--- src/rtl/boot_copier_pkg.sv ---
// Shared types and helpers for the boot image copier.
// Holds the FSM state encoding and the word-to-byte address mapping.
package boot_copier_pkg;

  typedef enum logic [2:0] {
    ST_IDLE,
    ST_RD,
    ST_RD_GAP,
    ST_WR,
    ST_WR_GAP,
    ST_DONE,
    ST_ERROR
  } state_e;

  localparam logic [31:0] BYTES_PER_WORD = 32'd4;

  // Byte address of word idx relative to base, wrapping at 32 bits.
  function automatic logic [31:0] word_addr(input logic [31:0] base, input logic [31:0] idx);
    return base + idx * BYTES_PER_WORD;
  endfunction

endpackage

--- src/rtl/boot_copier_timeout.sv ---
// Bus wait watchdog: counts stalled cycles and flags expiry at TIMEOUT-1.
// Clear has priority over enable; the count saturates once expired.
module bus_timeout #(
  parameter int unsigned TIMEOUT = 255
) (
  input  logic clk_i,
  input  logic rst_i,
  input  logic clear_i,
  input  logic en_i,
  output logic expired_o
);

  localparam int CNT_W = $clog2(TIMEOUT + 1);
  localparam logic [CNT_W-1:0] LAST = CNT_W'(TIMEOUT - 1);

  logic [CNT_W-1:0] count_q, count_d;

  always_comb begin
    count_d = count_q;
    if (clear_i) begin
      count_d = '0;
    end else if (en_i && (count_q != LAST)) begin
      count_d = count_q + CNT_W'(1);
    end
  end

  always_ff @(posedge clk_i) begin
    if (rst_i) begin
      count_q <= '0;
    end else begin
      count_q <= count_d;
    end
  end

  assign expired_o = (count_q == LAST);

endmodule

--- src/rtl/boot_copier.sv ---
// Copies WORD_COUNT words from boot ROM to RAM, 6 cycles/word with single-cycle responders.
// Each request is held until its ready is sampled; a stall of TIMEOUT cycles aborts to ERROR.
module boot_copier
  import boot_copier_pkg::*;
#(
  parameter logic [31:0] SRC_BASE   = 32'h0000_0000,
  parameter logic [31:0] DST_BASE   = 32'h0001_0000,
  parameter int unsigned WORD_COUNT = 33,
  parameter int unsigned TIMEOUT    = 255
) (
  input  logic        i_clock,
  input  logic        i_reset,
  input  logic        i_start,
  output logic        o_busy,
  output logic        o_done,
  output logic        o_error,
  output logic        o_rom_request,
  output logic [31:0] o_rom_address,
  input  logic [31:0] i_rom_rdata,
  input  logic        i_rom_ready,
  output logic        o_ram_request,
  output logic        o_ram_rw,
  output logic [31:0] o_ram_address,
  output logic [31:0] o_ram_wdata,
  input  logic        i_ram_ready
);

  localparam int IDX_W = (WORD_COUNT > 0) ? $clog2(WORD_COUNT + 1) : 1;
  localparam logic [IDX_W-1:0] LAST_IDX = IDX_W'(WORD_COUNT - 1);

  state_e           state_q;
  logic [IDX_W-1:0] idx_q;
  logic [31:0]      buf_q;
  logic             rom_req_q, ram_req_q;
  logic [31:0]      rom_addr_q, ram_addr_q, wdata_q;
  logic             busy_q, done_q, error_q;
  logic             tmo_clear, tmo_en, tmo_expired;

  // The watchdog only runs while a request is outstanding; every other state rearms it.
  assign tmo_clear = !((state_q == ST_RD) || (state_q == ST_WR));
  assign tmo_en    = ((state_q == ST_RD) && !i_rom_ready) || ((state_q == ST_WR) && !i_ram_ready);

  bus_timeout #(
    .TIMEOUT(TIMEOUT)
  ) u_timeout (
    .clk_i    (i_clock),
    .rst_i    (i_reset),
    .clear_i  (tmo_clear),
    .en_i     (tmo_en),
    .expired_o(tmo_expired)
  );

  always_ff @(posedge i_clock) begin
    if (i_reset) begin
      state_q    <= ST_IDLE;
      idx_q      <= '0;
      buf_q      <= '0;
      rom_req_q  <= 1'b0;
      ram_req_q  <= 1'b0;
      rom_addr_q <= '0;
      ram_addr_q <= '0;
      wdata_q    <= '0;
      busy_q     <= 1'b0;
      done_q     <= 1'b0;
      error_q    <= 1'b0;
    end else begin
      done_q <= 1'b0;
      case (state_q)
        ST_IDLE, ST_ERROR: begin
          if (i_start) begin
            error_q <= 1'b0;
            idx_q   <= '0;
            if (WORD_COUNT == 0) begin
              state_q <= ST_DONE;
              done_q  <= 1'b1;
            end else begin
              state_q    <= ST_RD;
              rom_req_q  <= 1'b1;
              rom_addr_q <= word_addr(SRC_BASE, 32'd0);
              busy_q     <= 1'b1;
            end
          end
        end
        ST_RD: begin
          if (i_rom_ready) begin
            buf_q     <= i_rom_rdata;
            rom_req_q <= 1'b0;
            state_q   <= ST_RD_GAP;
          end else if (tmo_expired) begin
            rom_req_q <= 1'b0;
            busy_q    <= 1'b0;
            error_q   <= 1'b1;
            state_q   <= ST_ERROR;
          end
        end
        // A ready still high from the read is deliberately not looked at here.
        ST_RD_GAP: begin
          state_q    <= ST_WR;
          ram_req_q  <= 1'b1;
          ram_addr_q <= word_addr(DST_BASE, 32'(idx_q));
          wdata_q    <= buf_q;
        end
        ST_WR: begin
          if (i_ram_ready) begin
            ram_req_q <= 1'b0;
            state_q   <= ST_WR_GAP;
          end else if (tmo_expired) begin
            ram_req_q <= 1'b0;
            busy_q    <= 1'b0;
            error_q   <= 1'b1;
            state_q   <= ST_ERROR;
          end
        end
        ST_WR_GAP: begin
          if (idx_q == LAST_IDX) begin
            state_q <= ST_DONE;
            done_q  <= 1'b1;
            busy_q  <= 1'b0;
          end else begin
            idx_q      <= idx_q + IDX_W'(1);
            state_q    <= ST_RD;
            rom_req_q  <= 1'b1;
            rom_addr_q <= word_addr(SRC_BASE, 32'(idx_q) + 32'd1);
          end
        end
        ST_DONE: state_q <= ST_IDLE;
        default: state_q <= ST_IDLE;
      endcase
    end
  end

  assign o_busy        = busy_q;
  assign o_done        = done_q;
  assign o_error       = error_q;
  assign o_rom_request = rom_req_q;
  assign o_rom_address = rom_addr_q;
  assign o_ram_request = ram_req_q;
  assign o_ram_rw      = 1'b1;
  assign o_ram_address = ram_addr_q;
  assign o_ram_wdata   = wdata_q;

endmodule

--- config.mk ---
export PLATFORM = sky130hd
export DESIGN_NAME = boot_copier
export DESIGN_NICKNAME = d
export VERILOG_FILES = /design/src/rtl/boot_copier_pkg.sv /design/src/rtl/boot_copier_timeout.sv /design/src/rtl/boot_copier.sv
export SDC_FILE = /design/constraint.sdc
export NUM_CORES = 1
export LEC_CHECK = 0
export ABC_AREA = 1
export BUFFER_PORTS_ARGS = -buffer_cell sky130_fd_sc_hd__buf_2
export CORE_MARGIN = 1.5
export CORE_UTILIZATION = 45
export DETAILED_ROUTE_END_ITERATION = 8
export GPL_TIMING_DRIVEN = 0
export PLACE_DENSITY = 0.76
export SYNTH_ARGS = -nofsm -noshare
export SYNTH_HDL_FRONTEND = slang
export SYNTH_SLANG_ARGS = --single-unit
--- constraint.sdc ---
create_clock -name i_clock -period 1.4 [get_ports i_clock]
set_clock_uncertainty 0.1 [all_clocks]
set_input_delay 0.21 -clock i_clock [delete_from_list [all_inputs] [get_ports i_clock]]
set_output_delay 0.21 -clock i_clock [all_outputs]
set_load 0.02 [all_outputs]
# == Yosys cells after proc, flatten, opt, wreduce, memory -nomap -nowiden ==
# Cells that the tools add are included.
# op_classes
add_sub_neg,4
n_mul,0
n_div,0
magnitude_cmp,0
eq_ne,15
n_shift,0
muxes,30
bitwise,2
reduce_logical,22
# ops
cell,count
$mux W32,2
$pmux W32 S2,1
$add A17 B8 Y18 const A,1
$mux W3,5
$pmux W3 S5,1
$mux W1,14
$mux W6,2
$pmux W6 S2,1
$ne A2 B2 Y1 const B,5
$add A8 B1 Y8 const B,1
$eq A8 B8 Y1 const B,1
$ne A8 B8 Y1 const B,1
$reduce_and A4 Y1,2
$add A6 B1 Y7 const B,1
$add A6 B1 Y6 const B,1
$eq A3 B2 Y1 const B,2
$eq A3 B3 Y1 const B,2
$eq A6 B6 Y1 const B,1
$ne A3 B3 Y1 const B,2
$pmux W1 S3,2
$reduce_bool A3 Y1,2
$reduce_or A2 Y1,3
$reduce_and A5 Y1,1
$pmux W1 S4,1
other kinds (11),18
# word_totals
regBits,150
latch_bits,0
ramBits,0
romBits,0
inputBits,37
output_inout_bits,102
wordCells,85
mem_count,0

# == Longest topological paths before layout ==
# Gate-level depths: netlist of the first run.
# depth
depth_word,4
mapped_depth,12

# == By module ==
# From an unflattened synthesis of the first run, not the netlist that was laid out.
# hier_totals
cells_unflattened,575
area_unflattened_um2,4282.9
# by_module_without_submodules
module,instances,cells_per_inst,area_per_inst_um2,seq_area_each_um2
boot_copier,1,506,3804.9,1721.7
bus_timeout,1,69,478.0,160.2

# == Least setup slack after synthesis of the first run ==
# OpenSTA, ideal clock, no wires.
# synth_path
path_kind,flip-flop to flip-flop
start,register idx_q[0]
end,register idx_q[0]
setup_time_ps,114
arrival_time_ps,1465
setup_slack_ps,-279
path_stages_with_launch,11
path_buffers,0
cell_sequence,dfxtp_1 -> inv_1 -> ha_1 -> nand2_1 -> inv_1 -> nand3_1 -> nor2_1 -> nor2_1 -> nand2_1 -> a21oi_1 -> nor2_1
# synth_between
elab_chain_cells,3
# synth_rtl
element,line_no,rtl
start: declaration,boot_copier.sv:32,logic [IDX_W-1:0] idx_q;
start signal: assignment,boot_copier.sv:120,idx_q <= idx_q + IDX_W'(1);
$add A6 B1 Y6 / $eq A6 B6 Y1 (equally long branches),"boot_copier.sv:120, boot_copier.sv:115",
$mux W6 / $ne A2 B2 Y1 (equally long branches),-,
$pmux W6 S2 / $reduce_and A3 Y1 (equally long branches),-,
# Parallel ways exist; a longest one is shown, timed or not. The select of a mux whose other input is x is not followed.
# A chain may end at the register's enable or synchronous reset.

# == Final worst setup path of the first run ==
# layout_path
start,register u_timeout.count_q[0]
end,register state_q[2]
# layout_between
elab_chain_cells,4
# layout_rtl
element,line_no,rtl
start: declaration,boot_copier_timeout.sv:16,"logic [CNT_W-1:0] count_q, count_d;"
start signal: assignment,boot_copier_timeout.sv:31,count_q <= count_d;
$eq A8 B8 Y1 *,boot_copier_timeout.sv:35,assign expired_o = (count_q == LAST);
$mux W3 *,-,
$mux W3 (on tied branches),-,
$pmux W3 S5 *,-,
end signal: assignment,boot_copier.sv:55,state_q <= ST_IDLE;
end signal: assignment,boot_copier.sv:74,state_q <= ST_DONE;
end signal: assignment,boot_copier.sv:77,state_q <= ST_RD;
end: declaration,boot_copier.sv:31,state_e state_q;
# Every way passes the cells marked *; elsewhere a longest branch is shown, timed or not.

==> summary.md, run 1 <==
| Metric | Value |
|---|---|
| Status | `finished with violations` |
| Failing checks | `hold timing, setup timing` |
| Final Worst Setup Slack | `-0.0597 ns` |
| Syn Area/Cell | `7.30 sq um` |
| Primary FF master, synth | `dfxtp_1` |
| Startpoint types | `flop` |
| Cell area power density | `1220 nW/um^2` |
| Core ar. | `between 8000 and 9000 sq um` |
| Die W | `98.1 microns` |
| CTS clock-pin slew for the worst setup and hold paths | `around 0.09 ns` |
| DRC viols | `0` |
| Area Overhead vs Synth | `42.7%` |
| Pleak | `2.87 nW` |
| Initial Util | `0.465` |
| Final wirelength | `10300 microns` |
| Net switching power | `2.44 mW` |
| Port Buffers | `87` |
| Top-count cell post-synth | `nor2_1` |
| Post-synth top cells | `nor2_1, dfxtp_1, o21ai_0` |
| Critical path peak fanout | `5` |
| I/O Pins | `139` |
| WHS | `-0.00401 ns` |
| Antenna Nets Post-Route | `0` |
| Area of the multi-input gates | `2110 sq um` |
| Die H | `98.1 microns` |
| Register area | `1910 sq um` |
| Mapped Cells | `558` |
| GRT Overall Usage | `0.206` |
| Synth async-reset ratio | `0` |
| Internal power | `~4.6 mW` |
| Synth warnings | `0` |
| Vias in the first global route | `3789` |
| Via density | `about 4.7` |
| HPWL after DPL | `7010 microns` |
| Minimum clock period | `1.46 ns` |
| Die footprint | `roughly 9600 sq um` |
| Total negative setup slack | `-0.344 ns` |
| Share of layout cells above drive strength 1 | `0.369` |
| Final worst-path cycle share | `1.04` |
| Synth top area share | `0.462` |
| Final Setup Violations | `13` |
| Gpl congestion | `0.887` |
| CTS tree | `yes` |
| Grt ovf | `0` |
| Drt wl/cell | `12.2 microns` |
| Total power | `roughly 7 mW` |
| CTS sink count | `94` |
| Worst slew pin tran | `0.587 ns` |
| Antenna cells | `0` |
| Num rows | `34` |
| CP Capture Type | `flop` |
| Reg power frac | `0.448` |
| FF-to-FF path depth | `12` |
| Ranking of synthesized cells by area | `dfxtp_1, nor2_1, buf_4` |
| Mapped Area | `4070 sq um` |
| Max_cap viols | `0` |
| Combinational share of power | `0.293` |
| Hold depth | `3` |
| Largest net degree at the start of global routing | `18` |
| Total CTS buffers | `9` |
| Unrepaired setup endpoints after global routing | `yes` |
| #FFs+latches synth | `94` |
| Clk pwr share | `0.260` |
| Highest clock rate | `0.685 GHz` |
| Initial antenna violation count | `0` |
| Fin. Hold Viols | `2` |
| Post-synth top area cell | `dfxtp_1` |
| Seq/Total Area, Yosys | `0.462` |
| TritonRoute pass-1 iters | `4` |
| CTS H-Tree Depth | `3` |
| Clock Path Buffers | `2` |
| Vias | `3995` |
| Worst VDD drop | `0.729 mV` |
| Dpl ws | `-0.465 ns` |
| Clk root buf | `clkbuf_8` |
| Unique masters post-synth | `25` |
| Critical Path RT | `1.56 ns` |
| Normalized max-slew margin | `0.608` |
| Critical path class | `flop to flop` |
| Switching share of total power | `0.344` |
| Clk_lat worst skew | `0.35 ns` |
| Filler Cell Count | `~770` |
| Number of flops mapped to enable cells by yosys | `0` |
| Final #Nets | `775` |
| First-pass GRT wire length | `around 16000 microns` |
| Worst Hold Class | `input port to flop` |
| Reg-to-reg setup timing slack | `-0.06 ns` |
| CP arrival | `1.62 ns` |
| Slew Viols, Final | `0` |
| Initial DRC count | `107` |
state kept, by name, summed over array words and instances, names as in the netlist, 2 cells and up:
name	flops
buf_q	32
idx_q	5
o_ram_address	7
o_ram_wdata	32
o_rom_address	2
state_q	3
u_timeout.count_q	8
power by group through the flow:
stage	sequential (mW)	clock, mW	combinational [mW]
2_1_floorplan	3.42	0	0.952
3_3_place_gp	3.20	0	1.60
3_5_place_dp	3.21	0	1.63
4_1_cts	3.16	1.87	1.81
5_1_grt	3.21	2.00	2.28
6_report	3.17	1.84	2.07
worst paths after layout:
check / startpoint / endpoint
worst min register to register: o_error$_SDFFE_PP0P_ / o_error$_SDFFE_PP0P_
worst min-delay path: i_rom_rdata[21] / buf_q[21]$_SDFFE_PP0P_
worst max register to register: u_timeout.count_q[0]$_SDFFE_PP0P_ / state_q[2]$_SDFFE_PP0P_
worst max-delay path: u_timeout.count_q[0]$_SDFFE_PP0P_ / state_q[2]$_SDFFE_PP0P_
final cells by class:
| type | instances | share of cell area |
|---|---|---|
| Multi-Input combinational cell | 410 | 0.364 |
| Sequential cell | 94 | 0.329 |
| Timing Repair Buffer | 116 | 0.123 |
| Buffer | 74 | 0.102 |
| Inverter | 29 | 0.0248 |
| Tap cell | 108 | 0.0233 |
| Clock buffer | 9 | 0.0213 |
| Clock inverter | 7 | 0.0134 |
critical path, cell delays in order (launching register included):
cell and delay, ns:
dfxtp_4 0.36, inv_2 0.04, ha_4 0.15, nand2_2 0.08, nor2_4 0.05, nand2_4 0.11
inv_6 0.06, nand2_2 0.07, nand2_1 0.05, nor2_1 0.11, nand3_1 0.10, nand2_1 0.06
inv_1 0.04
cells by family after synthesis:
| group | count (synthesis) | share of synthesized area |
|---|---|---|
| AOI/OAI and AO/OA | 98 | 0.123 |
| xor gates and xnor gates | 7 | 0.0151 |
| adders and majority gates | 4 | 0.0123 |
| buffers and inverters | 104 | 0.145 |
| DFF | 94 | 0.462 |
| other | 2 | 0.00184 |
| and+or+nand+nor | 249 | 0.240 |
timing repair:
| action | 4_1_cts | 5_1_grt |
|---|---|---|
| gates resized for setup | 65 | 121 |
| hold endpoints to repair | 10 | 2 |
| cloned | 1 | 1 |
| buffers inserted | 10 | 6 |
| setup endpoints to repair | 93 | 89 |
| hold buffers | 10 | 2 |
| pin swaps | 12 | 25 |
per-stage QoR:
stage               utilization  instance area, sq um  cells  hold slack (ns)
floorplan                     -                  4320    607            0.276
global placement          0.558                  4890    802            0.338
detailed placement        0.558                  4890    802            0.353
CTS                       0.618                  5420    838         0.000367
global route              0.663                  5810    847          0.00969
finish                    0.663                  5810    847         -0.00401
routing by layer:
metal / global-route usage / up-vias / routed length (microns)
met5: 0 / - / 0
met3: 0.0458 / 7 / 603
met1: 0.244 / 1845 / 4340
li1: - / 2019 / -
met2: 0.369 / 124 / 5310
met4: 0.0681 / 0 / 76
placed cells by master, fill, tap and decap left out, types with 8 or more instances in the layout:
cell,instances
a21oi_1,13
buf_2,88
buf_4,64
buf_6,12
clkbuf_1,8
clkbuf_8,10
conb_1,51
dfxtp_1,84
dlygate4sd3_1,12
inv_1,17
nand2_1,47
nand2_2,14
nor2_1,144
nor2_2,8
o21ai_0,38
o21ai_1,28
o21ai_2,8
Power figures use the tool's default switching activity.
==> run 2: changes to the inputs <==
--- a/config.mk
+++ b/config.mk
@@ -8,10 +8,11 @@
 export ABC_AREA = 1
 export BUFFER_PORTS_ARGS = -buffer_cell sky130_fd_sc_hd__buf_2
 export CORE_MARGIN = 1.5
-export CORE_UTILIZATION = 45
+export CORE_UTILIZATION = 46
 export DETAILED_ROUTE_END_ITERATION = 8
 export GPL_TIMING_DRIVEN = 0
 export PLACE_DENSITY = 0.76
 export SYNTH_ARGS = -nofsm -noshare
 export SYNTH_HDL_FRONTEND = slang
+export SYNTH_HIERARCHICAL = 1
 export SYNTH_SLANG_ARGS = --single-unit
==> run 2 against run 1 <==
The run ends with setup timing left. Clock-buffer cell count up 1. Final cell count rose by 7.0%. Worst setup slack got worse by 0.23 ns. Worst hold slack better by 0.010 ns. Routed wire length rose by 39%. Core utilization up 7.6 points. Power decreased by 1.5%. Critical path depth shrank 3. First-iteration DRC count rose to 2.6 times the previous value. Non-clock buffer count rose by 45. Synthesized cell count up 3.0%. Critical endpoint is now buf_q[29]$_SDFFE_PP0P_. Largest cell class unchanged. Largest power group unchanged.
==> summary.md, run 2 <==
| Metric | Value |
|---|---|
| Status | `finished with violations` |
| Failing checks | `setup timing` |
| Highest clock rate | `0.592 GHz` |
| Post-synthesis mux area share | `0` |
| Critical path class | `flop to flop` |
| Fin. Hold Viols | `0` |
| Reg power frac | `0.425` |
| Die W | `99.5 microns` |
| WHS | `0.00611 ns` |
| Worst Hold Class | `input port to flop` |
| Post-Synth Adder-Cell Area | `0.0117` |
| Combinational share of power | `0.304` |
| Unique masters post-synth | `30` |
| Port Buffers | `87` |
| TritonRoute pass-1 iters | `5` |
| Critical Path RT | `1.57 ns` |
| I/O Pins | `139` |
| Final Setup Violations | `77` |
| Critical path peak fanout | `7` |
| Most common cell after layout, fill and taps aside | `buf_2` |
| Internal power | `4.62 mW` |
| Initial DRC count | `276` |
| Reg-to-reg setup timing slack | `-0.29 ns` |
| Fin area | `about 6800 sq um` |
| Final worst-path cycle share | `1.21` |
| Core ar. | `9150 sq um` |
| Compound-Gate Fraction of Synth Area | `0.115` |
| Slowest CP cell | `dfxtp_4` |
| Post-synth top area cell | `dfxtp_1` |
| Final #Nets | `830` |
| CP Capture Type | `flop` |
| Area after DPL | `slightly above 5000 sq um` |
| Total negative setup slack | `-8.04 ns` |
| Gpl congestion | `0.835` |
| Vias | `4626` |
| Final core occ | `0.739` |
| Clk_lat worst skew | `0.38 ns` |
| CTS clock-pin slew for the worst setup and hold paths | `0.09 ns` |
| Initial Util | `0.468` |
| Placed Cells | `a little over 800` |
| Unrepaired setup endpoints after global routing | `yes` |
| Die footprint | `a little under 10000 sq um` |
| Minimum clock period | `1.69 ns` |
| Most frequent cells in the layout | `buf_2, dfxtp_1, buf_4` |
| Syn Area/Cell | `around 7.4 sq um` |
| Net switching power | `2.36 mW` |
| Normalized max-slew margin | `0.522` |
| First-pass GRT wire length | `18500 microns` |
| Drt wl/cell | `15.8 microns` |
| Mapped Area | `approximately 4300 sq um` |
| Total CTS buffers | `9` |
| Synth warnings | `6` |
| GRT Overall Usage | `0.232` |
| Post-Layout Cell Count | `about 910` |
| Cell area power density | `1030 nW/um^2` |
| Worst Path Buf+Inv | `4` |
| CTS H-Tree Depth | `3` |
| Largest net degree at the start of global routing | `17` |
| Ranking of synthesized cells by area | `dfxtp_1, buf_4, nor2_1` |
| Switching share of total power | `0.338` |
| Number of flops mapped to enable cells by yosys | `0` |
| Synth async-reset ratio | `0` |
| Dpl ws | `-0.278 ns` |
| Seq/Total Area, Yosys | `0.439` |
| Startpoint types | `flop` |
| Top Family by Delay on Critical Path | `simple AND/OR/NAND/NOR gates` |
| Largest family of logic cells by synthesized area | `simple AND/OR/NAND/NOR gates` |
| Total power | `6.98 mW` |
| Post-synth top cells | `dfxtp_1, nor2_1, nand2_1` |
| Via density | `approximately 5.1` |
| Die H | `99.5 microns` |
| Cells along the critical path | `inv_6, nor2_4, nand2_4, nor2_4, buf_12, inv_12, buf_8, nor2_2, nor2_1` |
| DRC viols | `0` |
| Synth top area share | `0.439` |
| Clock Path Buffers | `2` |
| Final Worst Setup Slack | `-0.289 ns` |
| Clk root buf | `clkbuf_8` |
| Worst VDD drop | `approximately 0.72 mV` |
| Num rows | `35` |
| Share of layout cells above drive strength 1 | `0.443` |
| Worst path max stage delay | `0.41 ns` |
| #FFs+latches synth | `94` |
| Area Overhead vs Synth | `58.0%` |
| Initial antenna violation count | `1` |
| Clk pwr share | `0.271` |
| HPWL after DPL | `7510 microns` |
| Mapped Cells | `roughly 580` |
| Pleak | `~3.0 nW` |
| Slew Viols, Final | `0` |
| Antenna Nets Post-Route | `0` |
| Worst slew pin tran | `0.717 ns` |
| Final wirelength | `14300 microns` |
| Grt ovf | `0` |
| CTS tree | `yes` |
| Simple-gate share of the synthesized area | `0.267` |
| CP most frequent cell | `nor2_4` |
| CP arrival | `1.85 ns` |
| Primary FF master, synth | `dfxtp_1` |
| CTS sink count | `94` |
| Post-Synth XOR/XNOR Area | `0.00818` |
| Vias in the first global route | `between 4000 and 5000` |
| Max_cap viols | `0` |
==> run 2: cell types whose count changed after synthesis, moves of 12 or more <==
cell	change
nor2_1	-64
o21ai_0	-45
nand3_1	+38
a21oi_1	+32
nand2_1	+21
o21ai_1	+12
==> run 2: kinds of logic (layout without fill, tap and decap cells) <==
kind of cell / count (synthesis) / count (layout)
XOR/XNOR: 4 / 4
adder cells (fa/ha/maj): 4 / 4
buffers and inverters: 115 / 285
flip-flops: 94 / 94
other: 2 / 52
AO/OA/AOI/OAI: 96 / 96
AND/OR/NAND/NOR: 260 / 260
==> run 2: worst paths after layout <==
kind / start / end / cells past startpoint
worst max-delay path: state_q[0]$_SDFFE_PP0P_ / buf_q[29]$_SDFFE_PP0P_ / 9
worst min-delay path: i_rom_rdata[2] / buf_q[2]$_SDFFE_PP0P_ / 3
worst max register to register: state_q[0]$_SDFFE_PP0P_ / buf_q[29]$_SDFFE_PP0P_ / 9
worst min register to register: o_rom_request$_SDFFE_PP0P_ / o_rom_request$_SDFFE_PP0P_ / 2
==> run 2: repair_timing <==
| item | in CTS | in global routing |
|---|---|---|
| pin swaps | 13 | 46 |
| hold buffers | 28 | 0 |
| hold endpoints to repair | 28 | 0 |
| gates cloned | 1 | 8 |
| buffers inserted | 17 | 17 |
| gates resized for setup | 91 | 131 |
| setup endpoints to repair | 80 | 92 |
==> run 2: cell type report <==
class	instances	area, sq um
Multi-Input combinational cell	415	2430
Antenna cell	1	2.50
Timing Repair Buffer	157	1240
Fill cell	612	2390
Sequential cell	94	1910
Buffer	78	668
Tap cell	111	139
Clock buffer	10	128
Inverter	34	173
Clock inverter	6	68.8
==> run 2: worst register-to-register path: cells and delay by family, from the launching register on <==
kind / cells / cell delay [ns]
flops: 1 / 0.41
simple gates: 5 / 0.65
buf+inv: 4 / 0.43
==> run 2: per-layer routing <==
layer / wire [microns] / share of wire / up-vias / track usage
met5: 0 / 0 / - / 0
met4: 682 / 0.048 / 0 / 0.120
met3: 1080 / 0.075 / 64 / 0.0485
met2: 7340 / 0.51 / 255 / 0.416
met1: 5210 / 0.36 / 2117 / 0.260
li1: - / - / 2190 / -
==> run 2: power groups by stage <==
stage | Sequential [mW] | Clock [mW] | Combinational [mW]
final | 2.97 | 1.89 | 2.12
after global routing | 2.98 | 1.98 | 2.25
after CTS | 2.94 | 1.86 | 1.46
after detailed placement | 3.00 | 0 | 1.17
after global placement | 2.99 | 0 | 1.15
after floorplan | 3.03 | 0 | 0.831
